==> src/rtl/tl45_fetch.sv <==
// Instruction fetch stage: issues one pipelined Wishbone read at a time and hands
// each returned word to decode through a registered buffer, with a one-entry skid.
module tl45_fetch #(
    parameter logic [31:0] RESET_PC = 32'h0000_0000
) (
    input  logic        i_clk,
    input  logic        i_reset,
    input  logic        i_pipe_stall,
    input  logic        i_pipe_flush,
    input  logic [31:0] i_new_pc,
    output logic        o_wb_cyc,
    output logic        o_wb_stb,
    output logic [29:0] o_wb_addr,
    input  logic        i_wb_stall,
    input  logic        i_wb_ack,
    input  logic        i_wb_err,
    input  logic [31:0] i_wb_data,
    output logic [31:0] o_buf_pc,
    output logic [31:0] o_buf_inst,
    output logic        o_fetch_err
);

    typedef enum logic [1:0] {
        S_IDLE = 2'd0,
        S_BUS  = 2'd1,
        S_HOLD = 2'd2,
        S_ERR  = 2'd3
    } state_t;

    state_t      state_q;
    logic [31:0] fetch_pc_q;
    logic [31:0] skid_pc_q;
    logic [31:0] skid_inst_q;
    logic [31:0] buf_pc_q;
    logic [31:0] buf_inst_q;
    logic [29:0] addr_q;
    logic        cyc_q;
    logic        stb_q;
    logic        err_q;
    logic [31:0] pc_plus4_d;

    assign pc_plus4_d = fetch_pc_q + 32'd4;

    always_ff @(posedge i_clk) begin
        if (i_reset) begin
            state_q     <= S_IDLE;
            fetch_pc_q  <= RESET_PC;
            skid_pc_q   <= 32'd0;
            skid_inst_q <= 32'd0;
            buf_pc_q    <= 32'd0;
            buf_inst_q  <= 32'd0;
            addr_q      <= RESET_PC[31:2];
            cyc_q       <= 1'b0;
            stb_q       <= 1'b0;
            err_q       <= 1'b0;
        end else if (i_pipe_flush) begin
            // Abort any request in flight; a late ack lands in IDLE/ERR and is ignored.
            cyc_q       <= 1'b0;
            stb_q       <= 1'b0;
            skid_pc_q   <= 32'd0;
            skid_inst_q <= 32'd0;
            buf_pc_q    <= 32'd0;
            buf_inst_q  <= 32'd0;
            fetch_pc_q  <= i_new_pc;
            if (i_new_pc[1:0] != 2'b00) begin
                err_q   <= 1'b1;
                state_q <= S_ERR;
            end else begin
                err_q   <= 1'b0;
                state_q <= S_IDLE;
            end
        end else begin
            case (state_q)
                S_IDLE: begin
                    cyc_q   <= 1'b1;
                    stb_q   <= 1'b1;
                    addr_q  <= fetch_pc_q[31:2];
                    state_q <= S_BUS;
                    if (!i_pipe_stall) begin
                        buf_pc_q   <= 32'd0;
                        buf_inst_q <= 32'd0;
                    end
                end
                S_BUS: begin
                    if (cyc_q && i_wb_err) begin
                        cyc_q      <= 1'b0;
                        stb_q      <= 1'b0;
                        err_q      <= 1'b1;
                        buf_pc_q   <= 32'd0;
                        buf_inst_q <= 32'd0;
                        state_q    <= S_ERR;
                    end else if (cyc_q && i_wb_ack) begin
                        cyc_q      <= 1'b0;
                        stb_q      <= 1'b0;
                        fetch_pc_q <= pc_plus4_d;
                        if (i_pipe_stall) begin
                            skid_pc_q   <= fetch_pc_q;
                            skid_inst_q <= i_wb_data;
                            state_q     <= S_HOLD;
                        end else begin
                            buf_pc_q   <= fetch_pc_q;
                            buf_inst_q <= i_wb_data;
                            state_q    <= S_IDLE;
                        end
                    end else begin
                        if (stb_q && !i_wb_stall) begin
                            stb_q <= 1'b0;
                        end
                        if (!i_pipe_stall) begin
                            buf_pc_q   <= 32'd0;
                            buf_inst_q <= 32'd0;
                        end
                    end
                end
                S_HOLD: begin
                    if (!i_pipe_stall) begin
                        buf_pc_q   <= skid_pc_q;
                        buf_inst_q <= skid_inst_q;
                        state_q    <= S_IDLE;
                    end
                end
                S_ERR: begin
                    // Parked until a flush or reset; decode sees bubbles only.
                    buf_pc_q   <= 32'd0;
                    buf_inst_q <= 32'd0;
                    err_q      <= 1'b1;
                end
                default: begin
                    state_q <= S_IDLE;
                end
            endcase
        end
    end

    assign o_wb_cyc    = cyc_q;
    assign o_wb_stb    = stb_q;
    assign o_wb_addr   = addr_q;
    assign o_buf_pc    = buf_pc_q;
    assign o_buf_inst  = buf_inst_q;
    assign o_fetch_err = err_q;

endmodule

==> config.mk <==
export PLATFORM = sky130hd
export DESIGN_NAME = tl45_fetch
export DESIGN_NICKNAME = d
export VERILOG_FILES = /design/src/rtl/tl45_fetch.sv
export SDC_FILE = /design/constraint.sdc
export NUM_CORES = 1
export LEC_CHECK = 0
export BUFFER_PORTS_ARGS = -buffer_cell sky130_fd_sc_hd__buf_2
export CAP_MARGIN = 30
export CELL_PAD_IN_SITES_DETAIL_PLACEMENT = 2
export CELL_PAD_IN_SITES_GLOBAL_PLACEMENT = 2
export CORE_MARGIN = 1
export CORE_UTILIZATION = 34
export CTS_CLUSTER_SIZE = 10
export DETAILED_ROUTE_END_ITERATION = 7
export GPL_TIMING_DRIVEN = 1
export PLACE_DENSITY = 0.95
export SYNTH_ARGS = -nofsm -noshare
export SYNTH_HDL_FRONTEND = slang
export SYNTH_SLANG_ARGS = --single-unit
==> constraint.sdc <==
create_clock -name i_clk -period 4.8 [get_ports i_clk]
set_clock_uncertainty 0.15 [all_clocks]
set_input_delay 0.96 -clock i_clk [delete_from_list [all_inputs] [get_ports i_clk]]
set_output_delay 0.96 -clock i_clk [all_outputs]
set_load 0.01 [all_outputs]
### After elaboration in Yosys (flattened, before gate mapping)

Cells that the tools add are included.

* bits in registers: 195
* bits of input ports: 71
* word-level logic and storage cells: 78

* $add $sub $neg: 1
* equality and inequality tests: 11
* mux-type cells: 34
* bitwise operators: 2
* reductions and logical operators: 20

Operators with widths (number)
* 32-bit two-way mux: 14
* 32-bit one-hot mux with 4 select lines: 2
* 32-bit by 3-bit adder with 32-bit output (second input constant): 1
* 2-bit two-way mux: 6
* 4-bit inequality test (second input constant): 3
* 2-bit AND reduction: 5
* 3-bit inequality test (second input constant): 3
* 1-bit two-way mux: 8
* 2-bit nonzero test: 4
* 1-bit one-hot mux with 2 select lines: 3
* 2-bit one-hot mux with 3 select lines: 1
* 3-bit AND reduction: 2
* 2-bit == test (second input constant): 2
* 2-bit inequality test (second input constant): 2
* 4-bit AND reduction: 1
* 4-bit nonzero test: 1
* 1-bit logical AND: 3
* 3-bit nonzero test: 1
* 2-bit by 1-bit == test with 1-bit output (second input constant): 1
* 2-bit logical NOT: 1
* 1-bit inverter: 2
* 2-bit OR reduction: 1
* 1-bit logical NOT: 1

### Logic depth before layout (Yosys ltp)

* depth after elaboration: 6
* depth in mapped cells: 10
* depth with buffers taken out: 6

### Worst setup path after synthesis

Ideal clock, no wire load.

* path type: input port to flip-flop
* start: input i_wb_err
* end: register fetch_pc_q[26]
* setup time: 0.091 ns
* data arrival time: 2.520 ns
* path slack: 2.039 ns
* cell stages on the path: 5
* path buffers: 1
* cells stage by stage: nand4b_2 > or4_1 > buf_2 > or4_1 > a311oi_1

* cells in the longest elaborated chain, start to end: 3

RTL lines
* start, declared: RTL line 16 `input logic i_wb_err,`
* 1-bit logical AND: RTL line 85 `if (cyc_q && i_wb_err) begin`
* 2-bit inequality test (no source line)
* 3-bit AND reduction (no source line)
* end signal, assigned: RTL line 64 `fetch_pc_q <= i_new_pc;`
* end signal, assigned: RTL line 95 `fetch_pc_q <= pc_plus4_d;`
* end, declared: RTL line 31 `logic [31:0] fetch_pc_q;`

Every way passes these cells.
A chain may end at the register's enable or synchronous reset.

### Worst setup path after layout

* start: register state_q[1]
* end: register fetch_pc_q[19]

* cells in the longest elaborated chain, start to end: 3

RTL lines
* start, declared: RTL line 30 `state_t state_q;`
* start signal, assigned: RTL line 46 `state_q <= S_IDLE;`
* start signal, assigned: RTL line 67 `state_q <= S_ERR;`
* start signal, assigned: RTL line 70 `state_q <= S_IDLE;`
* 2-bit by 1-bit == test with 1-bit output: RTL line 73 `case (state_q)`
* 2-bit nonzero test (no source line)
* 3-bit AND reduction (no source line)

Every way passes these cells.

==> impl_summary.md <==
GRT
For this run, global-route usage on met2 was measured as 44.40%. Entering global routing, the biggest net connects 75 pins. The number of global-route vias before repair came to a little under 9k. The global-route wire length before repair is 49.09 mm. The initial antenna violation count is 3.

Across every metal layer, demand over resource in global routing totals 25.75%. The global-route met3 utilization is 4.818%. Global routing consumed, on the met1 layer, 31.41% of the routing resources. The aggregate global routing overflow is 0. The layer with the highest usage after global routing is met2.

Floorplan
The floorplan die area is roughly 25000 µm². The floorplan step set the die width to roughly 160 µm. The die outline height is ~160 µm. The starting utilization of the core area is 34.71%.

168 I/O pins were placed. The floorplan has 56 rows. The total area inside the core boundary comes to between 20000 and 25000 µm².

Worst setup path
The critical path in this run is classified as flop to flop. The data arrival time of the worst path is 3570 ps. Of all nets on the critical path, the largest fanout is 32. The critical path launch point type is a flop. STA classifies the critical path endpoint as a flop. Data on the critical path is required at its endpoint by between 4000 and 5000 ps.

Pwr
The leakage power is between 0.003 and 0.004 µW. The post-route total power is 3668 µW. The worst ir drop on vdd is 187.6 µV. The power per standard cell area is 374.9 nW/µm².

Flow run
The number of maximum-capacitance constraint violations is 0.

Synth
The share of Yosys cell area claimed by the top area cell type is 47.77%. The biggest area contributor in the post-synthesis netlist is dfxtp_1. The dominant register cell in the synthesized netlist is dfxtp_1. For this run, asynchronously set or reset flops after synthesis account for 0%. The number of distinct library cell variants in the gate-level netlist after synthesis is 52.

When the netlist entered floorplanning its net count stood at 1071. The most used standard cell by instance count after synthesis is nand2_1. Each instance of the synthesized netlist takes up on average 8.213 µm². By area the synthesized netlist is led by dfxtp_1 (48%), nand2_1 (10%), a22o_1 (6.6%). Sequential elements use between 40 and 50% of the synthesized area. Counting flops with a built-in enable in the synthesized netlist gives 0. The synthesized netlist occupies a cell area of ~8000 µm². The synthesized design contains 195 register bits.

Counting instances in the post-synthesis netlist gives the leading cell types as nand2_1 (218), dfxtp_1 (195), a21oi_1 (101). The synthesis warning total is 0. After technology mapping, the gate count stands at 995.

CTS
After clock tree synthesis, the setup repair step added 0 buffers. The H-tree was split into 4 levels. The root cell of the clock tree is clkbuf_16. Clock-pin slew was measured on the worst setup and hold paths at 80 ps. The clock net in this run drives a total of between 150 and 200 sinks. TritonCTS built the clock tree. Post-CTS repair changed the size of 0 cells.

The number of buffers created by CTS is 17. At the later pin of the worst-skew pair, clock insertion delay measures 450 ps. Buffers inserted to repair hold after CTS numbered 0. The maximum buffer depth of the clock tree is 2.

Detailed routing
In the final routed layout, each cell accounts on average for approximately 22 µm. In the routed design, unresolved DRC markers number 0. The number of nets still failing antenna checks after routing is 0. Summed over all layers, the routed wires come to 31.24 mm. Detailed routing inserted a total of between 8k and 9k vias. After the first detailed-routing iteration, the DRC count stood at 402. In the routed layout, each cell is associated on average with a via count of 5.660. The number of detailed-route iterations in the first pass is 5.

Finish
The number of nets in the finished design is between 1k and 1.5k. The multi-input combinational cells in the finished layout cover a total of 3867 µm². In the final layout, the share of cells above drive strength 1 is 19.89%. The area used by sequential logic in the layout is just under 4000 µm². The relative area change from synthesis to final layout is 19.72%. The filler cells instantiated in the layout total 2690.

Placement
OpenSTA, run right after detailed placement, puts the worst setup slack at 1140 ps. Once detailed placement completed, the half-perimeter wirelength came to 19.73 mm. The number of port buffers is 167. At the end of routability-driven placement, the weighted congestion stood at between 0.7 and 0.8.

STA
After routing, the total negative slack on setup checks comes to 0 ps. The share of the clock period used by the worst path after layout is a little under three quarters. The minimum period implied by the final worst setup slack is 3407 ps. The maximum operating frequency is 0.2935 GHz.

The measured slew at the worst slew-check pin is roughly 1100 ps. Setup violations remaining at the end of the flow were counted as 0. Setup repair after global routing left no endpoint under its margin. Once routing completed, OpenROAD measured the worst setup slack at 1393 ps. The number of hold violations in the final report came to 0.

The relative max-transition margin is 28.49%. The number of pins exceeding their max-slew limit in the final report came to 0.

Worst hold path
The class of the most critical hold timing path is flop to flop.

Outcome
The run finished with clean final reports.
-- per-layer routing --
metal | up-vias | routed length [µm]
li1 | 3719 | -
met1 | 4078 | 13220
met2 | 238 | 15620
met3 | 66 | 1452
met4 | 4 | 916
met5 | - | 26
-- worst paths after layout --
| path | from | slack, ps | end | cells past startpoint |
|---|---|---|---|---|
| max reg2reg | state_q[1] | 1390 | fetch_pc_q[19] | 6 |
| min | o_wb_addr[20] | 310 | o_wb_addr[20] | 2 |
| min reg2reg | o_wb_addr[20] | 310 | o_wb_addr[20] | 2 |
| max | state_q[1] | 1390 | fetch_pc_q[19] | 6 |
-- logic make-up (layout without fill, tap and decap cells) --
family,count (synthesis),after routing,share of synthesized area [%]
buf+inv,105,221,5.160
simple gates,389,389,20.47
fa+ha+maj,5,5,0.7656
mux,2,2,0.2450
compound gates,290,290,24.62
other cells,0,2,0
xor+xnor,9,9,0.9647
flops,195,195,47.77
-- area by class of cell --
class	count	share of cell area (%)
Clock inverter	14	1.931
Sequential cell	195	39.90
Inverter	9	0.3453
Tap cell	319	4.080
Clock buffer	18	4.489
Antenna cell	2	0.05116
Timing Repair Buffer	180	9.669
Multi-Input combinational cell	695	39.53
-- critical path, cell delays in order (launching register included) --
cell,delay (ps)
dfxtp_1,350
inv_1,120
ha_1,360
and4b_2,760
nand3_1,620
o31a_1,480
a2111oi_0,420
-- cells in the final DEF, fill, tap and decap left out, drive strengths merged, types with 2 or more instances in the layout --
master   synthesis  final
a22oi           64     64
clkinv           0      4
a21oi          101    101
buf             21    180
mux2i            2      2
xnor2            2      2
nand3           12     12
a2111oi          5      5
or4              8      8
nand4           11     11
o31ai            7      7
ha               5      5
nor3             3      3
nor4             9      9
a211oi          10     10
nor3b            2      2
bufinv           0      3
or3              7      7
a31oi            2      2
o211ai           2      2
diode            0      2
o31a             5      5
and4             4      4
a22o            62     62
clkbuf          75     18
nor2            97     97
nor2b            3      3
inv              9     15
and3             4      4
a311oi          12     12
dfxtp          195    195
nand2          218    218
o41a             2      2
xor2             7      7
o21ai           11     11
and2             3      3
-- per-stage QoR --
step	area, µm²	std cells	hold slack (ps)	util, %
after floorplan	8172	995	286.6	-
after global placement	9150	1398	292.0	38.87
after detailed placement	9150	1398	301.4	38.87
after CTS	9778	1430	314.2	41.53
after global routing	9781	1431	328.1	41.54
final	9783	1432	308.7	41.56
-- report_power, final --
group,switching [µW],internal [µW],total [µW]
Combinational,278,104,382
Clock,717,853,1570
Sequential,61.3,1650,1720
Total,1060,2610,3670
-- state kept, by name, summed over array words and instances, names as in the netlist --
signal / flops
o_buf_inst: 32
fetch_pc_q: 32
o_buf_pc: 32
state_q: 2
o_wb_cyc: 1
o_fetch_err: 1
skid_inst_q: 32
o_wb_addr: 30
o_wb_stb: 1
skid_pc_q: 32
Note: power is estimated with default switching activity, not from simulation.
